**config.mk**
```make
export PLATFORM = sky130hd
export DESIGN_NAME = bram_reg_master_flat
export DESIGN_NICKNAME = d
export VERILOG_FILES = /design/src/rtl/bram_reg_master_if.sv /design/src/rtl/bram_reg_master.sv /design/src/flat_wrapper.sv
export SDC_FILE = /design/constraint.sdc
export NUM_CORES = 1
export LEC_CHECK = 0
export ABC_AREA = 1
export CAP_MARGIN = 25
export CORE_MARGIN = 2
export CORE_UTILIZATION = 44
export CTS_CLUSTER_SIZE = 10
export DETAILED_ROUTE_END_ITERATION = 12
export GPL_ROUTABILITY_DRIVEN = 0
export PLACE_DENSITY = 0.85
export SETUP_SLACK_MARGIN = 0.15
export SYNTH_ARGS = -nofsm -noshare
export SYNTH_HDL_FRONTEND = slang
export SYNTH_SLANG_ARGS = --single-unit
export TNS_END_PERCENT = 30
```
**constraint.sdc**
```tcl
create_clock -name clk -period 3.8 [get_ports clk]
set_input_delay 0.57 -clock clk [delete_from_list [all_inputs] [get_ports clk]]
set_output_delay 0.57 -clock clk [all_outputs]
set_load 0.005 [all_outputs]
```
**src/rtl/bram_reg_master_if.sv**
```systemverilog
// Command, response and BRAM-port signals of the register-bus initiator.
// master: the initiator itself; slave: sequencer plus register-file responder.
interface bram_reg_master_if #(
  parameter int unsigned ADDR_WIDTH = 32,
  parameter int unsigned DATA_WIDTH = 32,
  parameter int unsigned BYTE_NUM   = 4
);
  logic                  cmd_valid;
  logic                  cmd_ready;
  logic                  cmd_wr;
  logic [ADDR_WIDTH-1:0] cmd_addr;
  logic [DATA_WIDTH-1:0] cmd_wdata;
  logic                  rsp_valid;
  logic                  rsp_ready;
  logic [DATA_WIDTH-1:0] rsp_rdata;
  logic                  rsp_err;
  logic                  bram_en;
  logic [BYTE_NUM-1:0]   bram_we;
  logic [ADDR_WIDTH-1:0] bram_addr;
  logic [DATA_WIDTH-1:0] bram_din;
  logic [DATA_WIDTH-1:0] bram_dout;

  modport master (
    input  cmd_valid, cmd_wr, cmd_addr, cmd_wdata, rsp_ready, bram_dout,
    output cmd_ready, rsp_valid, rsp_rdata, rsp_err, bram_en, bram_we, bram_addr, bram_din
  );

  modport slave (
    output cmd_valid, cmd_wr, cmd_addr, cmd_wdata, rsp_ready, bram_dout,
    input  cmd_ready, rsp_valid, rsp_rdata, rsp_err, bram_en, bram_we, bram_addr, bram_din
  );
endinterface

```
**src/rtl/bram_reg_master.sv**
```systemverilog
// Single-command initiator for the BRAM-style register bus with registered outputs.
// Define BRAM_REG_MASTER_WR_VERIFY_EN to follow every write with a read-back check.
module bram_reg_master #(
  parameter int unsigned ADDR_WIDTH = 32,
  parameter int unsigned DATA_WIDTH = 32,
  parameter int unsigned BYTE_NUM   = 4,
  parameter int unsigned RD_LAT     = 1,
  parameter int unsigned VFY_GAP    = 2
) (
  input  logic              clk,
  input  logic              rstn,
  bram_reg_master_if.master bus,
  output logic              busy
);

  localparam int unsigned CntMax = (RD_LAT > VFY_GAP) ? RD_LAT : VFY_GAP;
  localparam int unsigned CntW   = $clog2(CntMax + 1);
  localparam logic [CntW-1:0] RdCnt = CntW'(RD_LAT - 1);
`ifdef BRAM_REG_MASTER_WR_VERIFY_EN
  localparam logic [CntW-1:0] GapCnt = CntW'(VFY_GAP - 1);
`endif

  typedef enum logic [2:0] {
    StIdle, StAcc, StRwait, StGap, StVrd, StVwait, StRsp
  } state_e;

  state_e          state_q;
  logic            wr_q;
  logic [CntW-1:0] cnt_q;
`ifdef BRAM_REG_MASTER_WR_VERIFY_EN
  logic [ADDR_WIDTH-1:0] addr_q;
  logic [DATA_WIDTH-1:0] wdata_q;
`endif

  // Each state's outputs are loaded on the edge that enters it, so the
  // strobe/response is visible for exactly the cycles the state lasts.
  always_ff @(posedge clk or negedge rstn) begin
    if (!rstn) begin
      state_q       <= StIdle;
      wr_q          <= 1'b0;
      cnt_q         <= '0;
`ifdef BRAM_REG_MASTER_WR_VERIFY_EN
      addr_q        <= '0;
      wdata_q       <= '0;
`endif
      busy          <= 1'b0;
      bus.cmd_ready <= 1'b1;
      bus.rsp_valid <= 1'b0;
      bus.rsp_rdata <= '0;
      bus.rsp_err   <= 1'b0;
      bus.bram_en   <= 1'b0;
      bus.bram_we   <= '0;
      bus.bram_addr <= '0;
      bus.bram_din  <= '0;
    end else begin
      bus.bram_en   <= 1'b0;
      bus.bram_we   <= '0;
      bus.bram_addr <= '0;
      bus.bram_din  <= '0;

      unique case (state_q)
        StIdle: begin
          if (bus.cmd_valid) begin
            wr_q          <= bus.cmd_wr;
`ifdef BRAM_REG_MASTER_WR_VERIFY_EN
            addr_q        <= bus.cmd_addr;
            wdata_q       <= bus.cmd_wdata;
`endif
            bus.cmd_ready <= 1'b0;
            busy          <= 1'b1;
            if (bus.cmd_addr[1:0] != 2'b00) begin
              bus.rsp_valid <= 1'b1;
              bus.rsp_err   <= 1'b1;
              bus.rsp_rdata <= '0;
              state_q       <= StRsp;
            end else begin
              bus.bram_en   <= 1'b1;
              bus.bram_we   <= {BYTE_NUM{bus.cmd_wr}};
              bus.bram_addr <= bus.cmd_addr;
              bus.bram_din  <= bus.cmd_wr ? bus.cmd_wdata : '0;
              state_q       <= StAcc;
            end
          end
        end

        StAcc: begin
          if (wr_q) begin
`ifdef BRAM_REG_MASTER_WR_VERIFY_EN
            cnt_q   <= GapCnt;
            state_q <= StGap;
`else
            bus.rsp_valid <= 1'b1;
            state_q       <= StRsp;
`endif
          end else begin
            cnt_q   <= RdCnt;
            state_q <= StRwait;
          end
        end

        StRwait: begin
          if (cnt_q == '0) begin
            bus.rsp_rdata <= bus.bram_dout;
            bus.rsp_valid <= 1'b1;
            state_q       <= StRsp;
          end else begin
            cnt_q <= cnt_q - CntW'(1);
          end
        end

`ifdef BRAM_REG_MASTER_WR_VERIFY_EN
        StGap: begin
          if (cnt_q == '0) begin
            bus.bram_en   <= 1'b1;
            bus.bram_addr <= addr_q;
            state_q       <= StVrd;
          end else begin
            cnt_q <= cnt_q - CntW'(1);
          end
        end

        StVrd: begin
          cnt_q   <= RdCnt;
          state_q <= StVwait;
        end

        StVwait: begin
          if (cnt_q == '0) begin
            bus.rsp_rdata <= bus.bram_dout;
            bus.rsp_err   <= (bus.bram_dout != wdata_q);
            bus.rsp_valid <= 1'b1;
            state_q       <= StRsp;
          end else begin
            cnt_q <= cnt_q - CntW'(1);
          end
        end
`endif

        StRsp: begin
          if (bus.rsp_ready) begin
            bus.rsp_valid <= 1'b0;
            bus.rsp_rdata <= '0;
            bus.rsp_err   <= 1'b0;
            bus.cmd_ready <= 1'b1;
            busy          <= 1'b0;
            state_q       <= StIdle;
          end
        end

        default: state_q <= StIdle;
      endcase
    end
  end

endmodule

```
**src/flat_wrapper.sv**
```systemverilog
// flat-port wrapper written by rule: the top's interface ports become plain ports
module bram_reg_master_flat 
#(
  parameter int unsigned ADDR_WIDTH = 32,
  parameter int unsigned DATA_WIDTH = 32,
  parameter int unsigned BYTE_NUM   = 4,
  parameter int unsigned RD_LAT     = 1,
  parameter int unsigned VFY_GAP    = 2
)
  (clk, rstn, busy, bus_cmd_valid, bus_cmd_wr, bus_cmd_addr, bus_cmd_wdata, bus_rsp_ready, bus_bram_dout, bus_cmd_ready, bus_rsp_valid, bus_rsp_rdata, bus_rsp_err, bus_bram_en, bus_bram_we, bus_bram_addr, bus_bram_din);
  bram_reg_master_if #(.ADDR_WIDTH(ADDR_WIDTH), .DATA_WIDTH(DATA_WIDTH), .BYTE_NUM(BYTE_NUM)) bus_i ();
  input  logic clk;
  input  logic rstn;
  output logic busy;
  input wire logic [$bits(bus_i.cmd_valid)-1:0] bus_cmd_valid;
  input wire logic [$bits(bus_i.cmd_wr)-1:0] bus_cmd_wr;
  input wire logic [$bits(bus_i.cmd_addr)-1:0] bus_cmd_addr;
  input wire logic [$bits(bus_i.cmd_wdata)-1:0] bus_cmd_wdata;
  input wire logic [$bits(bus_i.rsp_ready)-1:0] bus_rsp_ready;
  input wire logic [$bits(bus_i.bram_dout)-1:0] bus_bram_dout;
  output wire logic [$bits(bus_i.cmd_ready)-1:0] bus_cmd_ready;
  output wire logic [$bits(bus_i.rsp_valid)-1:0] bus_rsp_valid;
  output wire logic [$bits(bus_i.rsp_rdata)-1:0] bus_rsp_rdata;
  output wire logic [$bits(bus_i.rsp_err)-1:0] bus_rsp_err;
  output wire logic [$bits(bus_i.bram_en)-1:0] bus_bram_en;
  output wire logic [$bits(bus_i.bram_we)-1:0] bus_bram_we;
  output wire logic [$bits(bus_i.bram_addr)-1:0] bus_bram_addr;
  output wire logic [$bits(bus_i.bram_din)-1:0] bus_bram_din;
  assign bus_i.cmd_valid = bus_cmd_valid;
  assign bus_i.cmd_wr = bus_cmd_wr;
  assign bus_i.cmd_addr = bus_cmd_addr;
  assign bus_i.cmd_wdata = bus_cmd_wdata;
  assign bus_i.rsp_ready = bus_rsp_ready;
  assign bus_i.bram_dout = bus_bram_dout;
  assign bus_cmd_ready = bus_i.cmd_ready;
  assign bus_rsp_valid = bus_i.rsp_valid;
  assign bus_rsp_rdata = bus_i.rsp_rdata;
  assign bus_rsp_err = bus_i.rsp_err;
  assign bus_bram_en = bus_i.bram_en;
  assign bus_bram_we = bus_i.bram_we;
  assign bus_bram_addr = bus_i.bram_addr;
  assign bus_bram_din = bus_i.bram_din;
  bram_reg_master #(.ADDR_WIDTH(ADDR_WIDTH), .DATA_WIDTH(DATA_WIDTH), .BYTE_NUM(BYTE_NUM), .RD_LAT(RD_LAT), .VFY_GAP(VFY_GAP)) u_core (.clk(clk), .rstn(rstn), .bus(bus_i), .busy(busy));
endmodule
```
# --- After elaboration in Yosys (flattened, before gate mapping) ---
# Index checks and enable logic that the tools add are counted.
totals:
  ff_bits: 111
  in_bits: 101
  output_inout_bits: 105
  elab_cells: 76
op_classes:
  n_addsub: 1
  eq_ne: 10
  n_mux: 39
  reduce_logical: 14
op_table:
  columns: ["cell", "n"]
  rows:
  - ["2-to-1 mux 32 bit", 11]
  - ["case mux 32 bit (3 select lines)", 1]
  - ["2-to-1 mux 3 bit", 5]
  - ["2-to-1 mux 4 bit", 3]
  - ["case mux 3 bit (4 select lines)", 1]
  - ["2-to-1 mux 1 bit", 11]
  - ["AND reduction 3 bit", 3]
  - ["!= test 2 bit (second input constant)", 4]
  - ["!= test 2 x 1 -> 1 bit (second input constant)", 3]
  - ["case mux 1 bit (2 select lines)", 3]
  - ["AND reduction 6 bit", 1]
  - ["nonzero test 2 bit", 3]
  - ["AND reduction 5 bit", 1]
  - ["2-to-1 mux 2 bit", 2]
  - ["case mux 1 bit (4 select lines)", 1]
  - ["case mux 2 bit (2 select lines)", 1]
  - ["AND reduction 4 bit", 1]
  - ["nonzero test 4 bit", 1]
  - ["equality test 3 x 1 -> 1 bit (second input constant)", 1]
  - ["equality test 3 x 2 -> 1 bit (second input constant)", 1]
  - ["equality test 3 bit (second input constant)", 1]
  - ["logical NOT 3 bit", 1]
  - ["nonzero test 3 bit", 1]
  - ["logical NOT 2 bit", 1]
  - ["2 further kinds", 2]

# --- Logic depth before layout (Yosys ltp) ---
# Gate-level depths: netlist of the first run.
depth:
  depth_word: 4
  mapped_depth: 10
  depth_no_buf: 9

# --- Worst setup path after synthesis of the first run ---
# No wires, ideal clock.
synth_timing:
  path_kind: "input port to flip-flop"
  startpoint: "in bus_cmd_addr[0]"
  endpoint: "reg u_core.bus.rsp_rdata[0]"
  setup_time_ns: 0.116
  arrival_time_ns: 1.291
  required_ns: 3.684
  slack_ns: 2.392
  stages: 7
  path_cell_list: "nor2_2 > nand3_2 > nand2_1 > inv_2 > buf_2 > nand3_1 > nand2_1"
synth_via:
  elab_chain_len: 3
synth_lines:
  columns: ["element", "line_no", "text"]
  rows:
  - ["from (decl)", "flat_wrapper.sv:17", "input wire logic [$bits(bus_i.cmd_addr)-1:0] bus_cmd_addr;"]
  - ["nonzero test 2 bit", "bram_reg_master.sv:71", "if (bus.cmd_addr[1:0] != 2'b00) begin"]
  - ["!= test 2 x 1 -> 1 bit (no line)", null, null]
  - ["AND reduction 5 bit (no line)", null, null]
  - ["to (signal assigned)", "bram_reg_master.sv:103", "bus.rsp_rdata <= bus.bram_dout;"]
  - ["to (decl)", "bram_reg_master_if.sv:25", "output cmd_ready, rsp_valid, rsp_rdata, rsp_err, bram_en, bram_we, bram_addr, bram_din"]
# No other way between the ends.
# A chain may end at the register's enable or synchronous reset.

# --- Worst setup path in the final report of the first run ---
layout_timing:
  startpoint: "in bus_cmd_addr[1]"
  endpoint: "reg u_core.bus.rsp_rdata[10]"
# Same word-level chain as after synthesis.

==> reports/metrics.csv, run 1 <==
stage,metric,value,unit
grt,GRT Overall Usage,0.193,
pwr,"IR drop worst, VDD",0.352,mV
place,placed cell count,804,
final_layout,post-layout util,0.690,
setup_path,Worst setup EP type,flop,
detailed_routing,Vias/cell,4.46,
clocking,Resize count post-CTS,0,
detailed_routing,DRT Wirelength,10800,µm
final_layout,cell area after layout,6680,µm²
place,count of input and output buffers,205,
clocking,setup bufs post-CTS,0,
timing,RSZ-0062 raised after global routing,false,
grt,initial antenna violation count,0,
clocking,CTS root buffer,clkbuf_8,
timing,Worst slew margin,0.413,
pwr,Leakage,3.57,nW
pwr,pwr/cell area,545,nW/µm²
logic_synthesis,sequential share of the synthesized area,0.622,
timing,Max Transition Viols Final,0,
logic_synthesis,syn avg cell area,8.97,µm²
final_layout,diodes inserted,0,
flow_run,maxcap violations,0,
detailed_routing,DRT iter0 DRCs,196,
logic_synthesis,#FFs+latches synth,108,
final_layout,Storage cell area,2700,µm²
clocking,cts hold-fix bufs,0,
grt,Overflow after GRT,0,
setup_path,CP Max Fanout,33,
grt,pin count of the biggest net entering global routing,86,
die,Initial Util,0.449,
final_layout,nets,786,
timing,clk_skew,0.0170,ns
setup_path,CP Class,primary input to flop,
setup_path,Worst Path Arrival,2.31,ns
die,Core Rows,36,
clocking,CTS buffer count,9,
die,Die Y,103,µm
place,dpl hpwl,7910,µm
final_layout,fin cells,822,
detailed_routing,Routed Antenna Nets,0,
status,run status,"finished, final reports clean",
setup_path,WP data required,4.04,ns
timing,Final Hold Fails,0,
grt,first-pass GRT wire length,16100,µm
clocking,Sink Count,108,
setup_path,startpoint types,primary input,
die,Die ar.,10700,µm²
logic_synthesis,"Warnings, synthesis",0,
die,Chip Width,103,µm
setup_path,worst reg2reg setup slack,1.93,ns
clocking,Clock Path Buffers,2,
clocking,clock latency at the later pin of the worst-skew pair,0.36,ns
die,CORE AREA,9680,µm²
detailed_routing,First-pass DRT Iterations,4,
detailed_routing,# DRC,0,
final_layout,multi-input logic area,1070,µm²
clocking,CTS tree,built,
timing,min cycle time layout,2.07,ns
clocking,clock-pin slew on the worst setup and hold paths,0.11,ns
timing,hold slack,0.130,ns
timing,worst slew pin tran,0.879,ns
timing,Fin Setup TNS,0,ns
detailed_routing,wire per inst,13.1,µm
timing,Max Freq,0.484,GHz
logic_synthesis,Netlist Area Pre-Place,4350,µm²
hold_path,worst min path class,primary input to async pin,
timing,final setup vio count,0,
final_layout,Fillers,757,
detailed_routing,routed via count,3665,
final_layout,"Area growth, synth to finish",53.7,%
logic_synthesis,Synth cell types,23,
logic_synthesis,Cells after Synth,485,
final_layout,share of layout cells above drive strength 1,0.0552,
clocking,htree depth,3,
grt,vias in the first global route,3606,
timing,crit share post-route,0.544,
place,placed inst area,6420,µm²
die,Boundary Pins,206,
## cells in the mapped netlist
master,count,area share
inv_1,108,0.093
dfstp_2,1,0.0060
buf_4,6,0.010
nand2_1,85,0.073
nand3_1,34,0.039
o21ai_0,4,0.0046
clkbuf_8,1,0.0032
nor2_8,1,0.0046
nor2_4,2,0.0052
nand2_2,1,0.0014
ha_1,1,0.0029
nor2_2,5,0.0072
nand3_2,4,0.0092
nand2_4,1,0.0026
a21oi_1,2,0.0023
nand3_4,1,0.0040
conb_1,1,0.00086
nor2_1,103,0.089
dfrtp_1,107,0.62
buf_6,5,0.013
buf_2,7,0.0081
inv_2,3,0.0026
clkbuf_1,2,0.0017
## report_power, final
group          switching [W]  total (W)  internal (W)
logic               0.000735    0.00139      0.000660
clock network       0.000394   0.000728      0.000334
registers           0.000143    0.00152       0.00138
total                0.00127    0.00364       0.00237
## layout make-up
class                      count  share of cell area
multi-input combinational    246               0.161
timing repair buffer         208               0.316
clock buffer                  11              0.0212
clock inverter                 5              0.0103
inverter                     111              0.0623
sequential                   108               0.405
tap                          133              0.0249
## metrics by stage
stage / total power (W) / worst slack (ns)
4_1_cts: 0.00364 / 1.74
3_3_place_gp: 0.00285 / 1.47
6_report: 0.00364 / 1.73
3_5_place_dp: 0.00292 / 1.35
2_1_floorplan: 0.00227 / 2.39
5_1_grt: 0.00389 / 1.63
## worst paths after layout
check,start,endpoint,cells past startpoint
worst max-delay path,bus_cmd_addr[1],u_core.bus.rsp_rdata[10],8
worst min-delay path,rstn,u_core.bus.rsp_rdata[1],1
worst max register to register,u_core.cnt_q[0],u_core.bus.rsp_rdata[10],9
worst min register to register,u_core.bus.rsp_valid,u_core.bus.rsp_valid,2
max in group asynchronous,rstn,u_core.bus.cmd_ready,2
min in group clk,u_core.bus.rsp_valid,u_core.bus.rsp_valid,2
## kinds of logic after synthesis
logic type	synth area share
fa+ha+maj	0.00288
other cells	0.000862
simple gates	0.236
buf+inv	0.132
compound gates	0.00690
flops	0.622
## state kept, by name, summed over array words and instances (netlist names), 2 cells and up
signal / cells
u_core.bus.bram_addr: 32
u_core.bus.bram_din: 32
u_core.bus.rsp_rdata: 32
u_core.cnt_q: 2
u_core.state_q: 3
## layer usage
metal,part of all wire,wire (µm),GRT usage
met3,0.090,973,0.0665
met4,0.014,152,0.0577
met5,0,0,0
met1,0.37,3950,0.217
met2,0.53,5680,0.348
## cells in the final DEF (no fill, tap or decap), types with 3 or more instances in the layout
| cell | Yosys | routed |
|---|---|---|
| o21ai_0 | 4 | 4 |
| nand3_1 | 34 | 34 |
| nand2_1 | 85 | 85 |
| nand3_2 | 4 | 4 |
| inv_1 | 108 | 108 |
| nor2_2 | 5 | 5 |
| clkdlybuf4s50_1 | 0 | 204 |
| nor2_1 | 103 | 103 |
| dfrtp_1 | 107 | 107 |
| clkbuf_8 | 1 | 10 |
| inv_2 | 3 | 3 |
## worst max-delay path: stages
cell             delay (ns)
clkdlybuf4s50_1        0.51
nor2_2                 0.09
nand3_2                0.11
nand2_1                0.08
inv_2                  0.42
nand2_4                0.31
nand2_1                0.15
nand2_1                0.05
No activity file was read; power rests on OpenSTA's default activity.
==> run 2: changes to the inputs <==
- CORE_UTILIZATION: 44 -> 37
- PLACE_DENSITY: 0.85 -> 0.76
- clock period: 3.8 -> 1.9 ns (I/O delays scaled with it)
==> run 2 against run 1 <==
Effect of this change:
- flip-flop and latch count stayed put
- first-iteration DRC count is 32% lower
- sequential power is 99% higher
- combinational power is 110% higher
- critical endpoint is now bus_cmd_ready
- largest cell class unchanged
- highest routed layer unchanged
==> reports/metrics.csv, run 2 (same netlist as run 1, synthesis figures left out) <==
stage,metric,value,unit,change
status,run status,"finished, final reports clean",,unchanged
detailed_routing,# DRC,0,,unchanged
timing,Max Freq,0.597,GHz,
timing,Fin Setup TNS,0,ns,unchanged
pwr,pwr/cell area,1120,nW/µm²,was 545 nW/µm²
final_layout,"Area growth, synth to finish",56.4,%,was 53.7%
timing,RSZ-0062 raised after global routing,true,,was false
clocking,Clock Path Buffers,2,,unchanged
setup_path,Critical-path top delay cell,dfstp_2,,was clkdlybuf4s50_1
pwr,"IR drop worst, VDD",0.669,mV,was 0.352 mV
clocking,clock latency at the later pin of the worst-skew pair,0.34,ns,was 0.36 ns
clocking,Sink Count,108,,unchanged
final_layout,"commonest non-fill, non-tap cell in the layout",clkdlybuf4s50_1,,unchanged
final_layout,Fillers,995,,was 757
timing,min cycle time layout,1.67,ns,
grt,first-pass GRT wire length,17500,µm,was 16100 µm
pwr,Leakage,3.62,nW,was 3.57 nW
clocking,CTS tree,built,,unchanged
die,Core Rows,39,,was 36
final_layout,share of layout cells above drive strength 1,0.0576,,was 0.0552
setup_path,WP data required,1.62,ns,was 4.04 ns
final_layout,diodes inserted,0,,unchanged
timing,final setup vio count,0,,unchanged
setup_path,Worst setup EP type,output pin,,was flop
grt,initial antenna violation count,0,,unchanged
detailed_routing,Vias/cell,4.28,,was 4.46
final_layout,nets,791,,was 786
grt,pin count of the biggest net entering global routing,49,,was 86
final_layout,Largest regs,"u_core.bus.bram_addr: 32 flops, u_core.bus.bram_din: 32 flops, u_core.bus.rsp_rdata: 32 flops",,unchanged
flow_run,maxcap violations,0,,unchanged
clocking,setup bufs post-CTS,0,,unchanged
die,Boundary Pins,206,,unchanged
grt,vias in the first global route,3718,,was 3606
setup_path,CP Max Fanout,2,,was 33
detailed_routing,DRT Wirelength,10500,µm,was 10800 µm
die,CORE AREA,11500,µm²,was 9680 µm²
detailed_routing,Routed Antenna Nets,0,,unchanged
detailed_routing,routed via count,3585,,was 3665
clocking,htree depth,3,,unchanged
timing,clk_skew,0.00679,ns,was 0.0170 ns
timing,Max Transition Viols Final,0,,unchanged
place,placed cell count,820,,was 804
setup_path,crit-path cells,clkdlybuf4s50_1,,"was clkdlybuf4s50_1, nor2_2, nand3_2, nand2_1, inv_2, nand2_4, nand2_1, nand2_1"
clocking,CTS root buffer,clkbuf_16,,was clkbuf_8
die,Chip Width,112,µm,was 103 µm
clocking,CTS buffer count,9,,unchanged
clocking,Resize count post-CTS,0,,unchanged
die,Initial Util,0.379,,was 0.449
setup_path,CP max stage delay,0.53,ns,was 0.51 ns
setup_path,Crit path buffers/inverters,1,,was 2
setup_path,startpoint types,flop,,was primary input
die,Die Y,112,µm,was 103 µm
detailed_routing,DRT iter0 DRCs,133,,was 196
place,count of input and output buffers,205,,unchanged
setup_path,Worst Path Arrival,1.39,ns,was 2.31 ns
setup_path,Worst path top cell family by delay,flip-flops,,was buffers and inverters
setup_path,CP Class,flop to output pin,,was primary input to flop
timing,Final Hold Fails,0,,unchanged
detailed_routing,wire per inst,12.6,µm,was 13.1 µm
timing,crit share post-route,0.881,,
grt,Overflow after GRT,0,,unchanged
die,Die ar.,12600,µm²,was 10700 µm²
clocking,clock-pin slew on the worst setup and hold paths,0.06,ns,was 0.11 ns
detailed_routing,First-pass DRT Iterations,4,,unchanged
hold_path,worst min path class,primary input to async pin,,unchanged
final_layout,most frequent cells in the layout,"clkdlybuf4s50_1, inv_1, dfrtp_1, nor2_1, nand2_1",,unchanged
place,dpl hpwl,7960,µm,was 7910 µm
grt,GRT Overall Usage,0.170,,was 0.193
final_layout,fin cells,837,,was 822
-- run 2: layout make-up --
type	count	area, µm²	area share
well taps	143	179	0.0263
repair buffers	213	2160	0.318
clock buffers	13	250	0.0368
inverters	111	417	0.0613
multi-input cells	246	1070	0.158
flip-flops and latches	108	2700	0.398
clock inverters	3	15.0	0.00221
-- run 2: what timing repair did --
item                                   4_1_cts  5_1_grt
setup endpoints to repair                    0       19
endpoints found under the hold margin       28        0
hold buffers                                 1        0
-- run 2: path summary, 6_finish.rpt --
kind	cells after the start	start	endpoint	slack (ns)
max in group asynchronous	3	rstn	u_core.bus.bram_din[25]	0.85
hold / removal	2	rstn	u_core.bus.rsp_rdata[5]	0.44
min in group clk	3	bus_cmd_addr[3]	u_core.bus.bram_addr[3]	0.45
setup / recovery	1	u_core.bus.cmd_ready	bus_cmd_ready	0.23
hold reg to reg	2	u_core.bus.cmd_ready	u_core.bus.cmd_ready	0.47
setup reg to reg	5	u_core.state_q[1]	u_core.bus.bram_din[24]	0.31
-- run 2: worst reg2reg max path: cells and delay by family, from the launching register on --
| family | cells | cell delay (ns) |
|---|---|---|
| simple gates | 5 | 1.06 |
| flops | 1 | 0.45 |
-- run 2: where the power goes --
part	total, W	internal, W	switching, W
sequential	0.00303	0.00276	0.000275
clock	0.00169	0.000920	0.000772
combinational	0.00287	0.00139	0.00148
-- run 2: stage by stage --
| step | hold WS, ns | utilization | worst slack, ns | power, W | instance area [µm²] |
|---|---|---|---|---|---|
| 6_report | 0.438 | 0.593 | 0.226 | 0.00760 | 6800 |
| 4_1_cts | 0.447 | 0.593 | 0.202 | 0.00771 | 6800 |
| 2_1_floorplan | -0.0106 | - | 0.583 | 0.00453 | 4350 |
| 5_1_grt | 0.459 | 0.593 | 0.0971 | 0.00814 | 6800 |
| 3_5_place_dp | 0.261 | 0.569 | 0.140 | 0.00600 | 6530 |
| 3_3_place_gp | 0.254 | 0.569 | 0.212 | 0.00589 | 6530 |
-- run 2: metal layers --
layer | vias up | routed length (µm) | part of all wire | track usage
li1 | 1792 | - | - | -
met1 | 1634 | 4140 | 0.39 | 0.202
met2 | 142 | 5250 | 0.50 | 0.292
met3 | 17 | 907 | 0.086 | 0.0513
met4 | 0 | 216 | 0.021 | 0.0650
met5 | - | 0 | 0 | 0
